$ cat config.mk
export PLATFORM = sky130hd
export DESIGN_NAME = usb_frame_sequencer
export DESIGN_NICKNAME = d
export VERILOG_FILES = /design/src/rtl/usb_frame_sequencer.sv
export SDC_FILE = /design/constraint.sdc
export NUM_CORES = 1
export LEC_CHECK = 0
export ABC_AREA = 1
export CAP_MARGIN = 0
export CELL_PAD_IN_SITES_DETAIL_PLACEMENT = 1
export CELL_PAD_IN_SITES_GLOBAL_PLACEMENT = 2
export CORE_MARGIN = 2
export CORE_UTILIZATION = 42
export CTS_CLUSTER_SIZE = 10
export DETAILED_ROUTE_END_ITERATION = 10
export GPL_ROUTABILITY_DRIVEN = 0
export PLACE_DENSITY = 0.77
export SLEW_MARGIN = 10
export SYNTH_ARGS = -nofsm -noshare
export SYNTH_HDL_FRONTEND = slang
export SYNTH_SLANG_ARGS = --single-unit
$ cat constraint.sdc
create_clock -name clk_i -period 3.65 [get_ports clk_i]
set_clock_uncertainty 0.15 [all_clocks]
set_input_delay 0.73 -clock clk_i [delete_from_list [all_inputs] [get_ports clk_i]]
set_output_delay 0.73 -clock clk_i [all_outputs]
set_load 0.01 [all_outputs]
$ cat src/rtl/usb_frame_sequencer.sv
// Frames a decimated sample stream into USB bytes: START, N samples (upper then lower half), STOP/status.
// Samples are buffered in a small FIFO; the byte port is a registered valid/ready interface.
module usb_frame_sequencer #(
  parameter int OW         = 16,
  parameter int USBDW      = 8,
  parameter int SAMPLES    = 1024,
  parameter int FIFO_DEPTH = 16,
  parameter logic [USBDW-1:0] START_FLAG = 8'hFF,
  parameter logic [USBDW-1:0] STOP_FLAG  = 8'h8E
) (
  input  logic             clk_i,
  input  logic             rst_i,
  input  logic             en_i,
  input  logic             frame_start_i,
  input  logic [OW-1:0]    sample_i,
  input  logic             sample_valid_i,
  output logic [USBDW-1:0] data_o,
  output logic             valid_o,
  input  logic             ready_i,
  output logic             busy_o,
  output logic             overflow_o
);

  if (OW != 2*USBDW) begin : g_width_check
    $error("usb_frame_sequencer: OW must equal 2*USBDW");
  end

  localparam int AW = $clog2(FIFO_DEPTH);
  localparam int CW = $clog2(SAMPLES + 1);
  localparam logic [CW-1:0] SAMPLES_C = CW'(SAMPLES);

  typedef enum logic [2:0] {IDLE, START, DATA_HI, DATA_LO, STOP} state_t;

  state_t state, state_d;

  logic [OW-1:0]    mem [FIFO_DEPTH];
  logic [AW:0]      wr_ptr, rd_ptr;
  logic [CW-1:0]    wr_cnt;
  logic [USBDW-1:0] lo_q, byte_d;
  logic             stop_sent;
  logic             empty, full, slot_free;
  logic             pop, push, wr_en, load, start_acc, stop_ld;
  logic [OW-1:0]    rd_data;

  assign empty     = (wr_ptr == rd_ptr);
  assign full      = (wr_ptr[AW] != rd_ptr[AW]) && (wr_ptr[AW-1:0] == rd_ptr[AW-1:0]);
  assign rd_data   = mem[rd_ptr[AW-1:0]];
  assign slot_free = !valid_o || ready_i;
  assign busy_o    = (state != IDLE);

  // Samples are counted even when dropped so every frame ends after exactly SAMPLES strobes.
  assign wr_en = sample_valid_i && (state != IDLE) && (wr_cnt < SAMPLES_C);
  assign push  = wr_en && (!full || pop);

  always_comb begin
    state_d   = state;
    pop       = 1'b0;
    load      = 1'b0;
    byte_d    = '0;
    start_acc = 1'b0;
    stop_ld   = 1'b0;
    case (state)
      IDLE: if (frame_start_i && en_i) begin
        state_d   = START;
        start_acc = 1'b1;
      end
      START: if (slot_free) begin
        load    = 1'b1;
        byte_d  = START_FLAG;
        state_d = DATA_HI;
      end
      DATA_HI: begin
        if (slot_free && !empty) begin
          pop     = 1'b1;
          load    = 1'b1;
          byte_d  = rd_data[OW-1:USBDW];
          state_d = DATA_LO;
        end else if (empty && (wr_cnt == SAMPLES_C)) begin
          state_d = STOP;
        end
      end
      DATA_LO: if (slot_free) begin
        load    = 1'b1;
        byte_d  = lo_q;
        state_d = DATA_HI;
      end
      STOP: begin
        if (!stop_sent && slot_free) begin
          load    = 1'b1;
          byte_d  = STOP_FLAG | {{(USBDW-1){1'b0}}, overflow_o};
          stop_ld = 1'b1;
        end else if (stop_sent && valid_o && ready_i) begin
          state_d = IDLE;
        end
      end
      default: state_d = IDLE;
    endcase
  end

  always_ff @(posedge clk_i or posedge rst_i) begin
    if (rst_i) begin
      state     <= IDLE;
      stop_sent <= 1'b0;
      data_o    <= '0;
      valid_o   <= 1'b0;
      lo_q      <= '0;
    end else begin
      state     <= state_d;
      stop_sent <= (state_d == STOP) && (stop_sent || stop_ld);
      if (load) begin
        data_o  <= byte_d;
        valid_o <= 1'b1;
      end else if (slot_free) begin
        valid_o <= 1'b0;
      end
      if (pop) lo_q <= rd_data[USBDW-1:0];
    end
  end

  always_ff @(posedge clk_i or posedge rst_i) begin
    if (rst_i) begin
      wr_ptr     <= '0;
      rd_ptr     <= '0;
      wr_cnt     <= '0;
      overflow_o <= 1'b0;
    end else begin
      if (start_acc) begin
        wr_cnt     <= '0;
        overflow_o <= 1'b0;
      end else if (wr_en) begin
        wr_cnt <= wr_cnt + CW'(1);
        if (!push) overflow_o <= 1'b1;
      end
      if (push) wr_ptr <= wr_ptr + (AW+1)'(1);
      if (pop)  rd_ptr <= rd_ptr + (AW+1)'(1);
    end
  end

  always_ff @(posedge clk_i) begin
    if (push) mem[wr_ptr[AW-1:0]] <= sample_i;
  end

endmodule

## Word-level counts from Yosys, hierarchy flattened

Memories as Yosys holds them, arrays and structs flattened.
Cells that the tools add are included.

| word-level totals | value |
|---|---|
| register bits | 43 |
| RAM bits | 256 |
| input port bits | 22 |
| output and inout bits | 11 |
| word-level logic and storage cells | 77 |
| memories kept | 1 |

| cells by class | value |
|---|---|
| add/sub/neg operators | 3 |
| magnitude comparators | 1 |
| equality and inequality tests | 10 |
| mux-type cells | 29 |
| reduce and logical (&&, ||, !) cells | 24 |

Memory list:

| name | depth | bits a word | read ports | clocked after memory_dff | write ports | line | text |
|---|---|---|---|---|---|---|---|
| mem | 16 | 16 | 1 | 0 | 1 | 36 | `logic [OW-1:0] mem [FIFO_DEPTH];` |

Operators with widths:

| kind | number |
|---|---|
| 8-bit 2-to-1 mux | 4 |
| 8-bit case mux with 4 select lines | 1 |
| 11-bit 2-to-1 mux | 2 |
| 3-bit 2-to-1 mux | 6 |
| 1-bit 2-to-1 mux | 14 |
| 3-bit case mux with 4 select lines | 1 |
| 11-bit by 1-bit adder with 11-bit output (second input constant) | 1 |
| 11-bit == test (second input constant) | 1 |
| 1-bit logical AND | 11 |
| 11-bit less-than comparator (second input constant) | 1 |
| 5-bit by 1-bit adder with 5-bit output (second input constant) | 2 |
| 3-bit by 2-bit == test with 1-bit output (second input constant) | 2 |
| 3-bit == test (second input constant) | 2 |
| 5-bit == test | 1 |
| 4-bit == test | 1 |
| 1-bit zero test | 4 |
| 2-bit nonzero test | 2 |
| 3-bit by 1-bit == test with 1-bit output (second input constant) | 1 |
| 3-bit zero test | 1 |
| 1-bit logical OR | 3 |
| 1-bit case mux with 3 select lines | 1 |
| 3-bit nonzero test | 1 |
| 2-bit by 1-bit != test with 1-bit output (second input constant) | 1 |
| 2-bit AND reduction | 1 |
| 2 further kinds | 2 |

## Logic depth before layout (Yosys ltp)

Gate-level depths: netlist (run 1).

| depth | value |
|---|---|
| depth in word-level cells | 10 |
| mapped depth | 12 |
| gate-level depth less buffers | 10 |

## Worst setup path before layout (run 1)

Ideal clock, no wire load.

| timing path | value |
|---|---|
| path kind | input port to flip-flop |
| start point | input port ready_i |
| end point | memory mem[12][0], enable pin |
| setup time | 0.388 ns |
| arrival time | 2.071 ns |
| required time | 3.112 ns |
| setup slack | 1.041 ns |
| stages on the path | 7 |
| buffers on the path | 1 |
| cells stage by stage | nor2_2 inv_1 nand3_4 nand3_4 nand2_4 buf_4 nor2_1 |

| between the ends | value |
|---|---|
| word-level cells in the longest chain between the ends | 8 |

Ends and longest elaborated chain:

| item | line | text |
|---|---|---|
| from (decl) | 19 | `input logic ready_i,` |
| 1-bit logical OR | 48 | `assign slot_free = !valid_o \|\| ready_i;` |
| 1-bit logical AND | 73 | `if (slot_free && !empty) begin` |
| 1-bit 2-to-1 mux | 73 |  |
| 1-bit 2-to-1 mux | 62 | `case (state)` |
| 1-bit logical OR | 53 | `assign push = wr_en && (!full \|\| pop);` |
| 1-bit logical AND | 53 |  |
| 1-bit 2-to-1 mux | 140 | `if (push) mem[wr_ptr[AW-1:0]] <= sample_i;` |
| 1-bit 2-to-1 mux (implied by the code) | 140 |  |
| to (decl) | 36 |  |

No other way between the ends.

## Worst setup path in the final report (run 1)

| timing path | value |
|---|---|
| start point | register state[1] |
| end point | output port busy_o |

| between the ends | value |
|---|---|
| word-level cells in the longest chain between the ends | 1 |

Ends and longest elaborated chain:

| item | line | text |
|---|---|---|
| from (decl) | 34 | `state_t state, state_d;` |
| from (signal assigned) | 108 | `state <= state_d;` |
| 3-bit nonzero test | 49 | `assign busy_o = (state != IDLE);` |
| to (decl) | 20 | `output logic busy_o,` |

No other way between the ends.

==> impl_results.rst, run 1 <==
.. list-table::
   :header-rows: 1

   * - Metric
     - Value
   * - Synthesis-stage register bit count
     - 299
   * - Setup TNS after final layout
     - 0 ns
   * - Count of hold-fix buffers inserted at cts
     - 0
   * - Area of the core
     - 0.0294 mm2
   * - GR Overflow Total
     - 0
   * - Total CTS buffers
     - 37
   * - Yosys warning count
     - 0
   * - Overall global routing resource usage
     - 0.226
   * - Final net count
     - 1173
   * - Count of nets left with antenna violations after detail routing
     - 0
   * - Diode insertion count for antenna repair
     - 0
   * - Status
     - completed
   * - Final instance area
     - 0.0144 mm2
   * - Count of routing violations after the opening detailed-route iteration
     - 613
   * - HPWL after DPL
     - 21400 um
   * - Number of distinct standard cells referenced by the synthesized netlist
     - 33
   * - Floorplan row count
     - 63
   * - Initial antenna violation count
     - 0
   * - Overall via count from detail_route
     - 8409
   * - Worst slack after detailed placement
     - 0.556 ns
   * - Tightest hold margin
     - 0.333 ns
   * - Insertion delay to the later sink of the worst-skew pair
     - 0.52 ns
   * - CTS resizes
     - 0
   * - Min Clock Period, post-route
     - 2.69 ns
   * - Top library cells by usage in the layout, fill and taps aside
     - sky130_fd_sc_hd__edfxtp_1, sky130_fd_sc_hd__nand2_1, sky130_fd_sc_hd__nand3_1, sky130_fd_sc_hd__nor2_1, sky130_fd_sc_hd__o21ai_0
   * - Number of primary I/O pins
     - 33
   * - Final routed wire length divided by cell count
     - 22.0 um
   * - DRC viols
     - 0
   * - Number of synthesized flops with an enable pin
     - 256
   * - Total detailed-routing wirelength
     - 34100 um
   * - Number of I/O port buffers
     - 32
   * - Post-synthesis async set-or-reset flop share
     - 0.144
   * - Worst rel slew slack
     - 0.432
   * - Horiz. Die Dim
     - 176 um
   * - Average cell area after synthesis
     - 11.4 um2
   * - Syn_nets
     - 1121
   * - MaxCap Viol Count
     - 0
   * - Mapped Area
     - 0.0125 mm2
   * - Post-CTS repair timing setup buffer count
     - 0
   * - Clk Tree Root Cell
     - sky130_fd_sc_hd__clkbuf_16
   * - Critical path launch point type
     - flop
   * - Maximum number of pins on one net before global-route repair
     - 130
   * - Count of final max-slew check failures
     - 0
   * - Area after detailed placement
     - 0.0133 mm2
   * - Critical Path Sink Type
     - output port
   * - Effective utilization at floorplan
     - 0.424
   * - Critical path arrival
     - 1.81 ns
   * - Number of H-tree branching levels
     - 2
   * - Final hold violation count
     - 0
   * - Critical R2R Launch
     - rd_ptr[2]$_DFFE_PP0P_
   * - Wire length of the first global-routing pass
     - 52900 um
   * - Height of the chip
     - 176 um
   * - Part of the cycle the worst path needs
     - 0.737
   * - Vias in the first global route
     - 8833
   * - Buffer depth of the longest clock path
     - 3
   * - RSZ-0062 raised after global routing
     - false
   * - Storage element area
     - 0.00877 mm2
   * - Crit-path max FO
     - 7
   * - CP Class
     - reg -> out
   * - Layout cells sized above 1
     - 0.103
   * - Area of the multi-input gates
     - 0.00330 mm2
   * - Setup crit start
     - state[1]$_DFF_PP0_
   * - Post-synthesis to final-layout area growth
     - 15.3%
   * - Count of mapped cells out of synthesis
     - 1092
   * - Average via count per standard cell
     - 5.44
   * - Static leakage
     - 5.21 nW
   * - Worst min-delay path startpoint
     - lo_q[2]$_DFFE_PP0P_
   * - Timing-limited maximum frequency
     - 0.372 GHz
   * - Pwr Density
     - 802 mW/mm2
   * - Proportion of synthesized chip area in sequential cells
     - 0.704
   * - Required time of the critical path
     - 2.77 ns
   * - Clock Sink Count
     - 299
   * - Maximum vdd ir drop
     - 423 uV
   * - Transition at the pin with the smallest max-transition slack
     - 0.850 ns
   * - Clock slew at reported path FFs
     - 0.06 ns
   * - Clock tree from TritonCTS
     - yes
   * - Type of the worst min-delay path
     - reg -> reg
   * - Synth Flop Type
     - sky130_fd_sc_hd__edfxtp_1
   * - Number of setup violations in the final report
     - 0
   * - Fill cell count
     - 3107
   * - Area enclosed by the die boundary
     - 0.0311 mm2
   * - Most common library cell in the layout ignoring fill and taps
     - sky130_fd_sc_hd__edfxtp_1
   * - Total iterations of the first detailed-routing run
     - 4
   * - Final WS setup
     - 0.960 ns
## final timing paths
kind                                    endpoint  slack [ns]  cells after the start
hold reg to reg              lo_q[2]$_DFFE_PP0P_        0.33                      2
hold / removal               lo_q[2]$_DFFE_PP0P_        0.33                      2
setup / recovery                          busy_o        0.96                      3
max in group asynchronous  rd_ptr[1]$_DFFE_PP0P_        2.35                      3
setup reg to reg            mem[15][3]$_DFFE_PP_        1.05                      9
min in group asynchronous    valid_o$_DFFE_PP0P_        0.41                      2
## final cells by class
| type | instances | share of cell area |
|---|---|---|
| timing repair buffer | 72 | 0.0441 |
| multi-input combinational | 693 | 0.230 |
| clock inverter | 5 | 0.00261 |
| tap | 390 | 0.0340 |
| inverter | 41 | 0.0108 |
| clock buffer | 46 | 0.0683 |
| sequential | 299 | 0.610 |
## cells in the mapped netlist (2+ instances only)
library cell / n / area [um2]
sky130_fd_sc_hd__inv_1: 34 / 128
sky130_fd_sc_hd__nand2_1: 219 / 822
sky130_fd_sc_hd__nand3_1: 149 / 746
sky130_fd_sc_hd__nor3_1: 5 / 25.0
sky130_fd_sc_hd__edfxtp_1: 256 / 7690
sky130_fd_sc_hd__o211ai_1: 33 / 248
sky130_fd_sc_hd__ha_1: 7 / 87.6
sky130_fd_sc_hd__clkbuf_1: 26 / 97.6
sky130_fd_sc_hd__o21ai_0: 87 / 435
sky130_fd_sc_hd__nand3_4: 3 / 52.6
sky130_fd_sc_hd__buf_1: 6 / 22.5
sky130_fd_sc_hd__inv_2: 6 / 22.5
sky130_fd_sc_hd__nor2_2: 3 / 18.8
sky130_fd_sc_hd__buf_4: 6 / 45.0
sky130_fd_sc_hd__dfrtp_1: 43 / 1080
sky130_fd_sc_hd__xnor2_1: 2 / 17.5
sky130_fd_sc_hd__buf_2: 20 / 100
sky130_fd_sc_hd__a21oi_1: 12 / 60.1
sky130_fd_sc_hd__nor2_1: 147 / 552
sky130_fd_sc_hd__xor2_1: 6 / 52.6
sky130_fd_sc_hd__nand4_1: 10 / 62.6
## cell families after synthesis
group | Yosys count | share of synthesized area
flip-flops | 299 | 0.704
buffers and inverters | 100 | 0.0346
AO/OA/AOI/OAI | 135 | 0.0613
adder cells (fa/ha/maj) | 7 | 0.00703
XOR/XNOR | 8 | 0.00563
AND/OR/NAND/NOR | 543 | 0.188
## critical path, stage by stage (launching register included)
cell	delay, ns
sky130_fd_sc_hd__dfrtp_1	0.45
sky130_fd_sc_hd__nor2_1	0.21
sky130_fd_sc_hd__nand2_1	0.13
sky130_fd_sc_hd__clkdlybuf4s50_1	0.50
## power breakdown
part | internal [mW] | switching (mW)
Combinational | 1.17 | 2.69
Sequential | 4.15 | 0.316
Clock | 1.87 | 1.33
Total | 7.19 | 4.34
## state kept, by name, indices dropped and copies added (netlist names)
signal	cells
lo_q	8
valid_o	1
wr_cnt	11
stop_sent	1
mem	256
wr_ptr	5
rd_ptr	5
overflow_o	1
state	3
data_o	8
## through the flow
step | utilization | cells | power (mW)
4_1_cts | 0.489 | 1546 | 11.7
3_3_place_gp | 0.454 | 1495 | 8.40
6_report | 0.489 | 1546 | 11.5
3_5_place_dp | 0.454 | 1495 | 8.46
5_1_grt | 0.489 | 1546 | 12.2
2_1_floorplan | - | 1092 | 6.97
## per-layer routing
metal  vias to the layer above  share of wire  wire [um]  track usage
met4                         0          0.028        939       0.0706
met3                        64          0.039       1320       0.0295
met2                       172           0.47      16100        0.372
met5                         -              0          0            0
met1                      4249           0.46      15700        0.313
li1                       3924              -          -            -
No activity file was read; power rests on OpenSTA's default activity.
==> run 2: changes to the inputs <==
--- a/config.mk
+++ b/config.mk
@@ -10,11 +10,11 @@
 export CELL_PAD_IN_SITES_DETAIL_PLACEMENT = 1
 export CELL_PAD_IN_SITES_GLOBAL_PLACEMENT = 2
 export CORE_MARGIN = 2
-export CORE_UTILIZATION = 42
+export CORE_UTILIZATION = 38
 export CTS_CLUSTER_SIZE = 10
 export DETAILED_ROUTE_END_ITERATION = 10
 export GPL_ROUTABILITY_DRIVEN = 0
-export PLACE_DENSITY = 0.77
+export PLACE_DENSITY = 0.73
 export SLEW_MARGIN = 10
 export SYNTH_ARGS = -nofsm -noshare
 export SYNTH_HDL_FRONTEND = slang
==> constraint.sdc (replaced) <==
create_clock -name clk_i -period 2.3 [get_ports clk_i]
set_clock_uncertainty 0.15 [all_clocks]
set_input_delay 0.46 -clock clk_i [delete_from_list [all_inputs] [get_ports clk_i]]
set_output_delay 0.46 -clock clk_i [all_outputs]
set_load 0.01 [all_outputs]
==> run 2 against run 1 <==
Register-to-register slack got worse by 0.92 ns; first-iteration DRC count decreased by 11%; global-route usage decreased by 0.58 points; sequential share of layout area decreased by 2.4 points; non-clock buffer count increased by 35; worst hold slack got worse by 0.24 ns; critical path depth increased by 4; sequential cell count unchanged; via count increased by 3.2%; critical path type is now reg -> reg; sequential power increased by 56%; clock power increased by 65%; worst setup slack got worse by 0.83 ns.
==> impl_results.rst, run 2 (synthesized netlist as in run 1, its figures left out) <==
.. list-table::
   :header-rows: 1

   * - Metric
     - Value
   * - Status
     - completed
   * - Critical Path Sink Type
     - flop
   * - Most utilized layer in the global route result
     - met2
   * - Diode insertion count for antenna repair
     - 0 (unchanged)
   * - Layout cells sized above 1
     - 0.132 (+0.0293)
   * - Effective utilization at floorplan
     - 0.385 (-0.0389)
   * - Insertion delay to the later sink of the worst-skew pair
     - 0.53 ns (about the same)
   * - Worst slack after detailed placement
     - -0.103 ns (-0.659 ns)
   * - Worst rel slew slack
     - 0.646 (+0.215)
   * - Transition at the pin with the smallest max-transition slack
     - 0.530 ns (-0.319 ns)
   * - Overall via count from detail_route
     - 8682 (+3.2%)
   * - Part of the cycle the worst path needs
     - 0.943
   * - MaxCap Viol Count
     - 0 (unchanged)
   * - HPWL after DPL
     - 23400 um (+9.5%)
   * - Number of H-tree branching levels
     - 2 (unchanged)
   * - Wire length of the first global-routing pass
     - 55200 um (+4.3%)
   * - Clock slew at reported path FFs
     - 0.06 ns (about the same)
   * - Total placed cells including tap cells
     - 1582 (+5.8%)
   * - Final net count
     - 1208 (+3.0%)
   * - Pwr Density
     - 1280 mW/mm2 (+60%)
   * - Final routed wire length divided by cell count
     - 22.3 um (+1.3%)
   * - Maximum vdd ir drop
     - 655 uV (+55%)
   * - Total iterations of the first detailed-routing run
     - 5 (+1)
   * - Timing-limited maximum frequency
     - 0.461 GHz
   * - Number of I/O port buffers
     - 32 (unchanged)
   * - Met2 Use GR
     - 0.334 (-0.0378)
   * - Total detailed-routing wirelength
     - 36500 um (+7.3%)
   * - GR Overflow Total
     - 0 (unchanged)
   * - Slowest cell on the critical path
     - sky130_fd_sc_hd__dfrtp_4
   * - Flip-flop count of the largest register, all copies and words added
     - 256 (unchanged)
   * - Height of the chip
     - 185 um (+5.0%)
   * - Most common cell on crit path
     - sky130_fd_sc_hd__nand2_1
   * - Maximum number of pins on one net before global-route repair
     - 88 (-32%)
   * - Count of nets left with antenna violations after detail routing
     - 0 (unchanged)
   * - Static leakage
     - 5.46 nW (+4.8%)
   * - Final hold violation count
     - 0 (unchanged)
   * - Initial antenna violation count
     - 0 (unchanged)
   * - Critical path arrival
     - 2.48 ns (+0.67 ns)
   * - Number of primary I/O pins
     - 33 (unchanged)
   * - Type of the worst min-delay path
     - in -> async
   * - Top library cells by usage in the layout, fill and taps aside
     - sky130_fd_sc_hd__edfxtp_1, sky130_fd_sc_hd__nand2_1, sky130_fd_sc_hd__nand3_1, sky130_fd_sc_hd__nor2_1, sky130_fd_sc_hd__o21ai_0
   * - Vias in the first global route
     - 8763 (-0.79%)
   * - Min Clock Period, post-route
     - 2.17 ns
   * - Count of routing violations after the opening detailed-route iteration
     - 545 (-11%)
   * - Critical path launch point type
     - flop
   * - Tightest hold margin
     - 0.0931 ns (-0.240 ns)
   * - Post-synthesis to final-layout area growth
     - 20.0%
   * - Post-CTS repair timing setup buffer count
     - 0 (unchanged)
   * - Area enclosed by the die boundary
     - 0.0342 mm2 (+10%)
   * - Global routing usage on met3
     - 0.0295 (about the same)
   * - Buffer depth of the longest clock path
     - 3 (unchanged)
   * - Clock Sink Count
     - 299 (unchanged)
   * - Filler-free cell count of the finished design
     - 1637 (+5.9%)
   * - Crit-path max FO
     - 87 (+80)
   * - Final WS setup
     - 0.132 ns (-0.829 ns)
   * - RSZ-0062 raised after global routing
     - false
   * - Area of the core
     - 0.0324 mm2 (+10%)
   * - Required time of the critical path
     - 2.61 ns (-0.16 ns)
   * - Total CTS buffers
     - 37 (unchanged)
   * - CP Class
     - reg -> reg
   * - DRC viols
     - 0 (unchanged)
   * - Overall global routing resource usage
     - 0.220 (-0.00581)
   * - Number of setup violations in the final report
     - 0 (unchanged)
   * - Average via count per standard cell
     - 5.30 (-2.5%)
   * - Met1 GRT Util
     - 0.326 (+0.0126)
   * - Clock tree from TritonCTS
     - yes
   * - Worst path cell trace
     - buf_12 > o21ai_0 > o211ai_1 > nand3_1 > nand2_1 > nand2_1 > nand2_1
   * - Floorplan row count
     - 66 (+4.8%)
   * - Delay contributed by the slowest stage of the critical path
     - 0.47 ns (-0.03 ns)
   * - Horiz. Die Dim
     - 185 um (+5.0%)
   * - Most common library cell in the layout ignoring fill and taps
     - sky130_fd_sc_hd__edfxtp_1
   * - Count of final max-slew check failures
     - 0 (unchanged)
   * - Fill cell count
     - 3444 (+11%)
   * - Clk Tree Root Cell
     - sky130_fd_sc_hd__clkbuf_16
run 2: cell types whose count changed in the layout (fill, tap and decap cells not counted), moves of 2 or more:
cell / delta
sky130_fd_sc_hd__clkbuf_8: +3
sky130_fd_sc_hd__buf_12: +15
sky130_fd_sc_hd__buf_4: +20
sky130_fd_sc_hd__clkbuf_1: +2
run 2: per-layer routing:
layer  wire [um]  vias to the layer above
li1            -                     3996
met1       17200                     4422
met2       16300                      202
met3        1820                       62
met4        1140                        0
met5           0                        -
run 2: final timing paths:
kind                                  startpoint                     to  slack (ns)  depth (start not counted)
max                        rd_ptr[0]$_DFFE_PP0P_    lo_q[6]$_DFFE_PP0P_        0.13                          7
min                                        rst_i    valid_o$_DFFE_PP0P_        0.09                          2
max reg2reg                rd_ptr[0]$_DFFE_PP0P_    lo_q[6]$_DFFE_PP0P_        0.13                          7
min reg2reg                  lo_q[5]$_DFFE_PP0P_    lo_q[5]$_DFFE_PP0P_        0.33                          2
max in group asynchronous                  rst_i  rd_ptr[1]$_DFFE_PP0P_        1.39                          3
min in group clk_i           lo_q[5]$_DFFE_PP0P_    lo_q[5]$_DFFE_PP0P_        0.33                          2
run 2: through the flow:
step | cell area [um2] | power (mW) | TNS (ns) | utilization
after CTS | 14900 | 19.4 | 0 | 0.462
after global placement | 13900 | 13.9 | -14.17 | 0.428
after global routing | 15000 | 20.3 | 0 | 0.462
after floorplan | 12500 | 11.1 | -37.70 | -
after detailed placement | 13900 | 14.0 | -20.36 | 0.428
final | 15000 | 19.2 | 0 | 0.462
run 2: cell type report:
type                       instances  area (um2)  share of cell area
clock buffer                      51        1030              0.0689
inverter                          41         155              0.0104
clock inverter                     4        48.8             0.00326
tap                              442         553              0.0370
sequential                       299        8770               0.587
timing repair buffer             107        1080              0.0724
multi-input combinational        693        3310               0.222
run 2: report_power, final:
part / total, mW / switching (mW) / leakage (nW) / internal [mW]
clock: 5.28 / 2.17 / 0.524 / 3.11
combinational: 6.93 / 4.75 / 2.08 / 2.18
sequential: 6.99 / 0.401 / 2.85 / 6.59
run 2: what timing repair did:
item,4_1_cts,5_1_grt
gates resized for setup,3,1
hold endpoints to repair,0,0
gates cloned,0,0
endpoints found under the setup margin,1,158
hold buffers,0,0
run 2: critical path, delay by kind of cell, from the launching register on:
kind | cells | cell delay [ns]
compound gates | 2 | 0.51
simple gates | 4 | 0.56
buf+inv | 1 | 0.34
flops | 1 | 0.47
